File: src/rtl/accumulator_datapath.sv
// Accumulator datapath: register A, operand select, 8-op ALU and an
// iterative shift-add multiplier sequenced by a two-state FSM.
module accumulator_datapath #(
  parameter int N = 8
) (
  input  logic         clk,
  input  logic         clear,
  input  logic         op_valid,
  input  logic [2:0]   op,
  input  logic [1:0]   src,
  input  logic [N-1:0] ir_in,
  input  logic [N-1:0] data_in,
  output logic [N-1:0] acc_out,
  output logic         busy,
  output logic         done,
  output logic         zero,
  output logic         pos,
  output logic         carry,
  output logic         ovf
);

  localparam logic [2:0] OP_LOAD = 3'b000;
  localparam logic [2:0] OP_ADD  = 3'b001;
  localparam logic [2:0] OP_SUB  = 3'b010;
  localparam logic [2:0] OP_AND  = 3'b011;
  localparam logic [2:0] OP_OR   = 3'b100;
  localparam logic [2:0] OP_SHL  = 3'b101;
  localparam logic [2:0] OP_SHR  = 3'b110;
  localparam logic [2:0] OP_MUL  = 3'b111;

  localparam int            CW   = $clog2(N);
  localparam logic [CW-1:0] LAST = CW'(N - 1);

  typedef enum logic {ST_IDLE, ST_MUL} state_t;

  state_t         state, state_n;
  logic [N-1:0]   acc, acc_n;
  logic           carry_r, carry_n;
  logic           ovf_r, ovf_n;
  logic           busy_r, busy_n;
  logic           done_r, done_n;
  logic [CW-1:0]  count, count_n;

  // Multiplier working registers: multiplicand shifts left, multiplier
  // shifts right, so each step only looks at bit 0 of the multiplier.
  logic [2*N-1:0] mcand, mcand_n;
  logic [N-1:0]   mplier, mplier_n;
  logic [2*N-1:0] prod, prod_n;
  logic [2*N-1:0] step;

  logic [N-1:0]   operand;
  logic [N:0]     sum;
  logic [N:0]     diff;

  assign operand = (src == 2'b00) ? ir_in :
                   (src == 2'b01) ? data_in : '0;

  // Extra top bit captures carry-out for ADD and borrow for SUB.
  assign sum  = {1'b0, acc} + {1'b0, operand};
  assign diff = {1'b0, acc} - {1'b0, operand};
  assign step = prod + (mplier[0] ? mcand : '0);

  // Next-state, ALU and multiply-step logic.
  always_comb begin
    state_n  = state;
    acc_n    = acc;
    carry_n  = carry_r;
    ovf_n    = ovf_r;
    busy_n   = busy_r;
    done_n   = 1'b0;
    count_n  = count;
    mcand_n  = mcand;
    mplier_n = mplier;
    prod_n   = prod;
    case (state)
      ST_IDLE: begin
        if (op_valid) begin
          if (op == OP_MUL) begin
            mcand_n  = {{N{1'b0}}, acc};
            mplier_n = operand;
            prod_n   = '0;
            count_n  = '0;
            busy_n   = 1'b1;
            state_n  = ST_MUL;
          end else begin
            done_n = 1'b1;
            case (op)
              OP_LOAD: acc_n = operand;
              OP_ADD: begin
                acc_n   = sum[N-1:0];
                carry_n = sum[N];
                ovf_n   = (acc[N-1] == operand[N-1]) && (sum[N-1] != acc[N-1]);
              end
              OP_SUB: begin
                acc_n   = diff[N-1:0];
                carry_n = ~diff[N];
                ovf_n   = (acc[N-1] != operand[N-1]) && (diff[N-1] != acc[N-1]);
              end
              OP_AND: acc_n = acc & operand;
              OP_OR:  acc_n = acc | operand;
              OP_SHL: begin
                acc_n   = {acc[N-2:0], 1'b0};
                carry_n = acc[N-1];
                ovf_n   = acc[N-1] ^ acc[N-2];
              end
              OP_SHR: begin
                acc_n   = {1'b0, acc[N-1:1]};
                carry_n = acc[0];
                ovf_n   = 1'b0;
              end
              default: acc_n = acc;
            endcase
          end
        end
      end
      ST_MUL: begin
        prod_n   = step;
        mcand_n  = {mcand[2*N-2:0], 1'b0};
        mplier_n = {1'b0, mplier[N-1:1]};
        count_n  = count + CW'(1);
        if (count == LAST) begin
          acc_n   = step[N-1:0];
          carry_n = |step[2*N-1:N];
          ovf_n   = 1'b0;
          busy_n  = 1'b0;
          done_n  = 1'b1;
          count_n = '0;
          state_n = ST_IDLE;
        end
      end
      default: state_n = ST_IDLE;
    endcase
  end

  // Architectural state and control; clear aborts any multiply in flight.
  always_ff @(posedge clk) begin
    if (clear) begin
      state   <= ST_IDLE;
      acc     <= '0;
      carry_r <= 1'b0;
      ovf_r   <= 1'b0;
      busy_r  <= 1'b0;
      done_r  <= 1'b0;
      count   <= '0;
    end else begin
      state   <= state_n;
      acc     <= acc_n;
      carry_r <= carry_n;
      ovf_r   <= ovf_n;
      busy_r  <= busy_n;
      done_r  <= done_n;
      count   <= count_n;
    end
  end

  // Multiplier working registers; only meaningful while in ST_MUL.
  always_ff @(posedge clk) begin
    mcand  <= mcand_n;
    mplier <= mplier_n;
    prod   <= prod_n;
  end

  assign acc_out = acc;
  assign busy    = busy_r;
  assign done    = done_r;
  assign carry   = carry_r;
  assign ovf     = ovf_r;
  assign zero    = (acc == '0);
  assign pos     = ~acc[N-1];

endmodule

File: config.mk
export PLATFORM = sky130hd
export DESIGN_NAME = accumulator_datapath
export DESIGN_NICKNAME = d
export VERILOG_FILES = /design/src/rtl/accumulator_datapath.sv
export SDC_FILE = /design/constraint.sdc
export NUM_CORES = 1
export LEC_CHECK = 0
export BUFFER_PORTS_ARGS = -buffer_cell sky130_fd_sc_hd__buf_2
export CAP_MARGIN = 20
export CORE_ASPECT_RATIO = 0.75
export CORE_MARGIN = 4
export CORE_UTILIZATION = 38
export CTS_BUF_LIST = sky130_fd_sc_hd__clkbuf_4
export CTS_CLUSTER_DIAMETER = 30
export DETAILED_ROUTE_END_ITERATION = 10
export GPL_TIMING_DRIVEN = 0
export PLACE_DENSITY = 0.59
export SYNTH_ARGS = -nofsm -noshare
export SYNTH_HDL_FRONTEND = slang
export SYNTH_SLANG_ARGS = --single-unit
File: constraint.sdc
create_clock -name clk -period 2.9 [get_ports clk]
set_input_delay 0.145 -clock clk [delete_from_list [all_inputs] [get_ports clk]]
set_output_delay 0.145 -clock clk [all_outputs]
set_load 0.01 [all_outputs]
After elaboration in Yosys (flattened, before gate mapping)
Cells that the tools add are included.
{"block": "word_totals", "register_bits": 56, "in_bits": 24, "output_inout_bits": 14}
{"block": "op_classes", "addsub": 4, "eq_ne": 19, "muxes": 42, "bitwise": 6, "reduce_logical": 10}
{"cell": "2-to-1 mux 16 bit", "n": 5}
{"cell": "case mux 16 bit (2 select lines)", "n": 2}
{"cell": "2-to-1 mux 8 bit", "n": 7}
{"cell": "case mux 8 bit (7 select lines)", "n": 1}
{"cell": "case mux 8 bit (2 select lines)", "n": 2}
{"cell": "adder 16 bit", "n": 1}
{"cell": "equality test 3 bit, second input constant", "n": 5}
{"cell": "2-to-1 mux 1 bit", "n": 14}
{"cell": "case mux 1 bit (2 select lines)", "n": 5}
{"cell": "adder 8 x 8 -> 9 bit", "n": 1}
{"cell": "2-to-1 mux 3 bit", "n": 3}
{"cell": "subtractor 8 x 8 -> 9 bit", "n": 1}
{"cell": "AND 8 bit", "n": 1}
{"cell": "logical NOT 8 bit", "n": 1}
{"cell": "!= test 8 x 1 -> 1 bit, second input constant", "n": 1}
{"cell": "OR 8 bit", "n": 1}
{"cell": "case mux 1 bit (4 select lines)", "n": 2}
{"cell": "AND reduction 4 bit", "n": 2}
{"cell": "OR reduction 8 bit", "n": 1}
{"cell": "equality test 3 x 2 -> 1 bit, second input constant", "n": 2}
{"cell": "!= test 2 bit, second input constant", "n": 3}
{"cell": "case mux 3 bit (2 select lines)", "n": 1}
{"cell": "!= test 5 x 1 -> 1 bit, second input constant", "n": 1}
{"cell": "adder 3 x 1 -> 3 bit, second input constant", "n": 1}
{"cell": "12 further kinds", "n": 17}

Logic depth before layout (Yosys ltp)
{"block": "logic_depth", "ltp_word": 10, "mapped_depth": 15}

Worst setup path after synthesis
OpenSTA, ideal clock, no wires.
{"block": "synth_timing", "path_type": "in2reg", "start": "input port src[0]", "end": "register ovf_r (netlist: ovf)", "setup_ps": 96, "t_arrival_ps": 2698, "t_required_ps": 2804, "slack_ps": 106, "stages": 12, "path_buffers": 1, "cell_sequence": "buf_2 > mux2i_1 > or2_2 > ha_1 > and3_1 > a221o_1 > o41ai_4 > xnor2_1 > or3_1 > a21oi_1 > a31oi_1 > o41ai_2"}
{"block": "synth_between", "elab_chain_cells": 10}
{"element": "start: declaration", "line_no": "10", "source": "input logic [1:0] src,"}
{"element": "equality test 2 x 1 -> 1 bit", "line_no": "56", "source": "(src == 2'b01) ? data_in : '0;"}
{"element": "2-to-1 mux 8 bit", "line_no": "56"}
{"element": "2-to-1 mux 8 bit (*)", "line_no": "55", "source": "assign operand = (src == 2'b00) ? ir_in :"}
{"element": "subtractor 8 x 8 -> 9 bit / adder 8 x 8 -> 9 bit (equally long branches)", "line_no": "60, 59"}
{"element": "!= test 1 bit, on equally long branches", "line_no": "97, 92"}
{"element": "logical AND 1 bit, on equally long branches", "line_no": "97, 92"}
{"element": "case mux 1 bit (4 select lines) (*)", "line_no": "87", "source": "case (op)"}
{"element": "2-to-1 mux 1 bit (*)", "line_no": "78", "source": "if (op == OP_MUL) begin"}
{"element": "2-to-1 mux 1 bit (*)", "line_no": "77", "source": "if (op_valid) begin"}
{"element": "case mux 1 bit (2 select lines) (*)", "line_no": "75", "source": "case (state)"}
{"element": "end signal: assignment", "line_no": "149", "source": "ovf_r <= ovf_n;"}
{"element": "end: declaration", "line_no": "39", "source": "logic ovf_r, ovf_n;"}
Mark *: on every way between the ends. The rest lies on a longest branch, timed or not. The select of a mux whose other input is x is not followed.
A chain may end at the register's enable or synchronous reset.

Worst setup path in the final report
{"block": "layout_timing", "start": "register mplier[0]", "end": "register carry_r (netlist: carry)"}
{"block": "layout_between", "elab_chain_cells": 5}
{"element": "start: declaration", "line_no": "47", "source": "logic [N-1:0] mplier, mplier_n;"}
{"element": "start signal: assignment", "line_no": "159", "source": "mplier <= mplier_n;"}
{"element": "2-to-1 mux 16 bit", "line_no": "61", "source": "assign step = prod + (mplier[0] ? mcand : '0);"}
{"element": "adder 16 bit", "line_no": "61"}
{"element": "OR reduction 8 bit", "line_no": "123", "source": "carry_n = |step[2*N-1:N];"}
{"element": "2-to-1 mux 1 bit", "line_no": "121", "source": "if (count == LAST) begin"}
{"element": "case mux 1 bit (2 select lines)", "line_no": "75"}
{"element": "end signal: assignment", "line_no": "148", "source": "carry_r <= carry_n;"}
{"element": "end: declaration", "line_no": "38", "source": "logic carry_r, carry_n;"}
No other way between the ends. The select of a mux whose other input is x is not followed.

==> results.yml <==
run_status:
  status: "finished with violations"
  violations: "negative setup slack"
yosys:
  ys_seq_area_share_pct: 34.21
  syn_nets: 576
  synthCells: 508
  synth_top_area_share_pct: 27.01
  ys.warnings.count: 0
  yosys_most_used_dff: "edfxtp_1"
  synthDistinctLibCells: 65
  synth-seq-cells: 56
  syn_area_um2: 4447
  synth_edf_count: 40
  syn_avg_cell_area_um2: 8.753
  async_flop_share_pct: 0
  synthTopCellsByArea: "edfxtp_1 27%, ha_1 12%, dfxtp_1 7.2%"
  yosysTopAreaCell: "edfxtp_1"
place:
  gp_congestion: 0.8652
  dp_slack_ns: -0.5393
  portBuffers: 32
  hpwl_um: 9490
detailed_routing:
  wl_um: 12800
  drc: 0
  drt_pre_antenna_iters: 5
  num_vias: 4120
  viasPerCell: 5.675
  drt_iter0_markers: 503
  wl_per_cell_um: 17.63
  ant_nets: 0
floorplan:
  pin_count: 38
  die_w_um: 132.9
  dieHeight_um: 101.7
  dieArea_um2: 13520
  core_um2: 11190
  std_cell_rows: 33
  start_util_pct: 39.74
finish:
  finalNetCount: 636
  drive_above_1_share_pct: 21.09
  area_growth_pct: 18.82
  num_antenna_cells: 0
  final_common_cell: "nor2_1"
  final_cell_mix: "45 x nor2_1, 41 x a21oi_1, 40 x edfxtp_1"
  fillCellCount: 1109
sta:
  relSlewSlack_pct: 39.71
  finalHoldViolations: 0
  period_needed_ns: 2.907
  final-max-slew-violation-count: 0
  finalSetupViolations: 1
  fmax_ghz: 0.3441
  period_share_pct: 100.2
  skew_ns: 0.02458
  worstMarginPinSlew_ns: 0.9023
  setup_ws_ns: -0.006545
  grt_setup_unrepaired: "yes"
grt:
  grt.overflow.total: 0
  grt_pass1_vias: 3883
  grt_pass1_wl_um: 20560
  grt_usage_pct: 18.92
  grt_max_degree: 41
  antenna_found_initial: 0
setup_path:
  r2r_end: "carry$_SDFFE_PP0P_"
  cp_data_required_time_ns: 3.21
  critical_path_arrival_ns: 3.21
  crit_path_start_kind: "flop"
  r2r_cells: 13
  timing.rr.start: "mplier[0]$_DFFE_PP_"
  endpoint_kind: "flop"
  reg2reg_setup_slack_ns: -0.007
  cp_max_fo: 5
  worstSetupPathType: "flop to flop"
clock_tree:
  cts_tree: "yes"
  cts_buffer_depth: 2
  clock-sinks: 56
  htree_levels: 2
  clk-insertion-delay-late_ns: 0.39
  clk_pin_slew_ns: 0.17
  cts-root-buf: "clkbuf_4"
  cts-buffers-inserted: 5
  cts_hold_buf: 0
pwr:
  powerDensity_nw_per_um2: 380.6
  swShare_pct: 33.25
  peakVddDrop_mv: 0.2157
  clkPwrFrac_pct: 21.6
  p_switching_uw: 668.6
  p_int_uw: 1342
  leakagePower_uw: 0.002152
  p_comb_share_pct: 32.2
  seq_power_share_pct: 46.2
  power_uw: 2011
min_path:
  holdCritPathClass: "input pin to flop"
  hold_end: "ovf$_SDFFE_PP0P_"
  worstHoldPathCells: 3
  hp-start: "op_valid"
job:
  max_cap_violations: 0
==> layout make-up <==
type                    count  area [um2]  share of cell area (%)
multi-input cells         395        2909                   55.06
clock buffers               5       37.54                  0.7104
clock inverters             3       37.54                  0.7104
repair buffers             53       325.3                   6.157
inverters                  31       116.4                   2.202
flip-flops and latches     56        1536                   29.08
plain buffers              26       125.1                   2.368
well taps                 157       196.4                   3.718
==> how the worst max path moves through the flow <==
stage,to,start
3_3_place_gp,carry$_SDFFE_PP0P_,mplier[0]$_DFFE_PP_
5_1_grt,carry$_SDFFE_PP0P_,mplier[0]$_DFFE_PP_
6_report,carry$_SDFFE_PP0P_,mplier[0]$_DFFE_PP_
2_1_floorplan,ovf$_SDFFE_PP0P_,src[0]
4_1_cts,carry$_SDFFE_PP0P_,mplier[0]$_DFFE_PP_
3_5_place_dp,carry$_SDFFE_PP0P_,mplier[0]$_DFFE_PP_
==> metal layers <==
layer / global-route usage (%) / part of all wire, %
met1: 30.72 / 53
met2: 26.29 / 39
met3: 2.979 / 7.5
met4: 3.115 / 0.71
met5: 0 / 0
==> flip-flops by register name, indices dropped and copies added (netlist names) <==
name     count
ovf          1
done         1
mcand       16
state        1
acc_out      8
count        3
busy         1
mplier       8
prod        16
carry        1
==> critical path, cell delays in order (launching register included) <==
cell and delay, ns:
edfxtp_1 0.46, buf_6 0.15, clkbuf_8 0.14, and2_1 0.14, ha_1 0.38, o31ai_2 0.10
nor3_1 0.26, a221oi_2 0.12, a21oi_2 0.20, buf_4 0.16, nor2_1 0.05, xnor2_1 0.28
o31ai_2 0.12, a311oi_1 0.28
==> through the flow <==
stage | setup TNS (ns) | cells | hold WS (ns) | utilization, % | area [um2]
floorplan | 0 | 508 | 0.3599 | - | 4447
global route | -0.1355 | 726 | 0.1162 | 47.22 | 5284
finish | -0.006545 | 726 | 0.1313 | 47.22 | 5284
global placement | -4.586 | 697 | 0.4772 | 42.93 | 4803
CTS | -0.03587 | 718 | 0.1036 | 46.02 | 5150
detailed placement | -1.752 | 697 | 0.4933 | 42.93 | 4803
==> power groups by stage <==
stage	Combinational [uW]	Clock [uW]	Sequential, uW
after global placement	552	0	951
after floorplan	401	0	946
after global routing	709	469	935
after CTS	602	439	936
after detailed placement	562	0	952
final	647	434	930
==> cell usage after synthesis (4+ instances only) <==
master    instances
nand2b_1          4
a211oi_1         11
a221oi_1          6
and2_1           28
dfxtp_1          16
o22ai_1           4
edfxtp_1         40
nor2_1           45
inv_1            31
buf_1             4
nand2_1          36
o31ai_1           4
xnor2_1           8
o21ai_1           6
xor2_1            5
buf_2             4
o21ai_0          40
nor3_1           13
clkbuf_1         17
a21o_1            8
or3_1             5
a21oi_1          44
mux2i_1          10
ha_1             42
or2_2            10
==> what timing repair did <==
item,in CTS,in global routing
pin swaps,17,6
gates resized for setup,37,17
setup buffers,13,8
setup endpoints to repair,7,4
==> cells by family after synthesis <==
| kind of cell | after synthesis | synth area share [%] |
|---|---|---|
| fa+ha+maj | 44 | 12.72 |
| compound gates | 161 | 23.83 |
| simple gates | 166 | 18.77 |
| mux | 11 | 2.758 |
| flops | 56 | 34.21 |
| buf+inv | 57 | 5.149 |
| xor+xnor | 13 | 2.561 |
No activity file was read; power rests on OpenSTA's default activity.
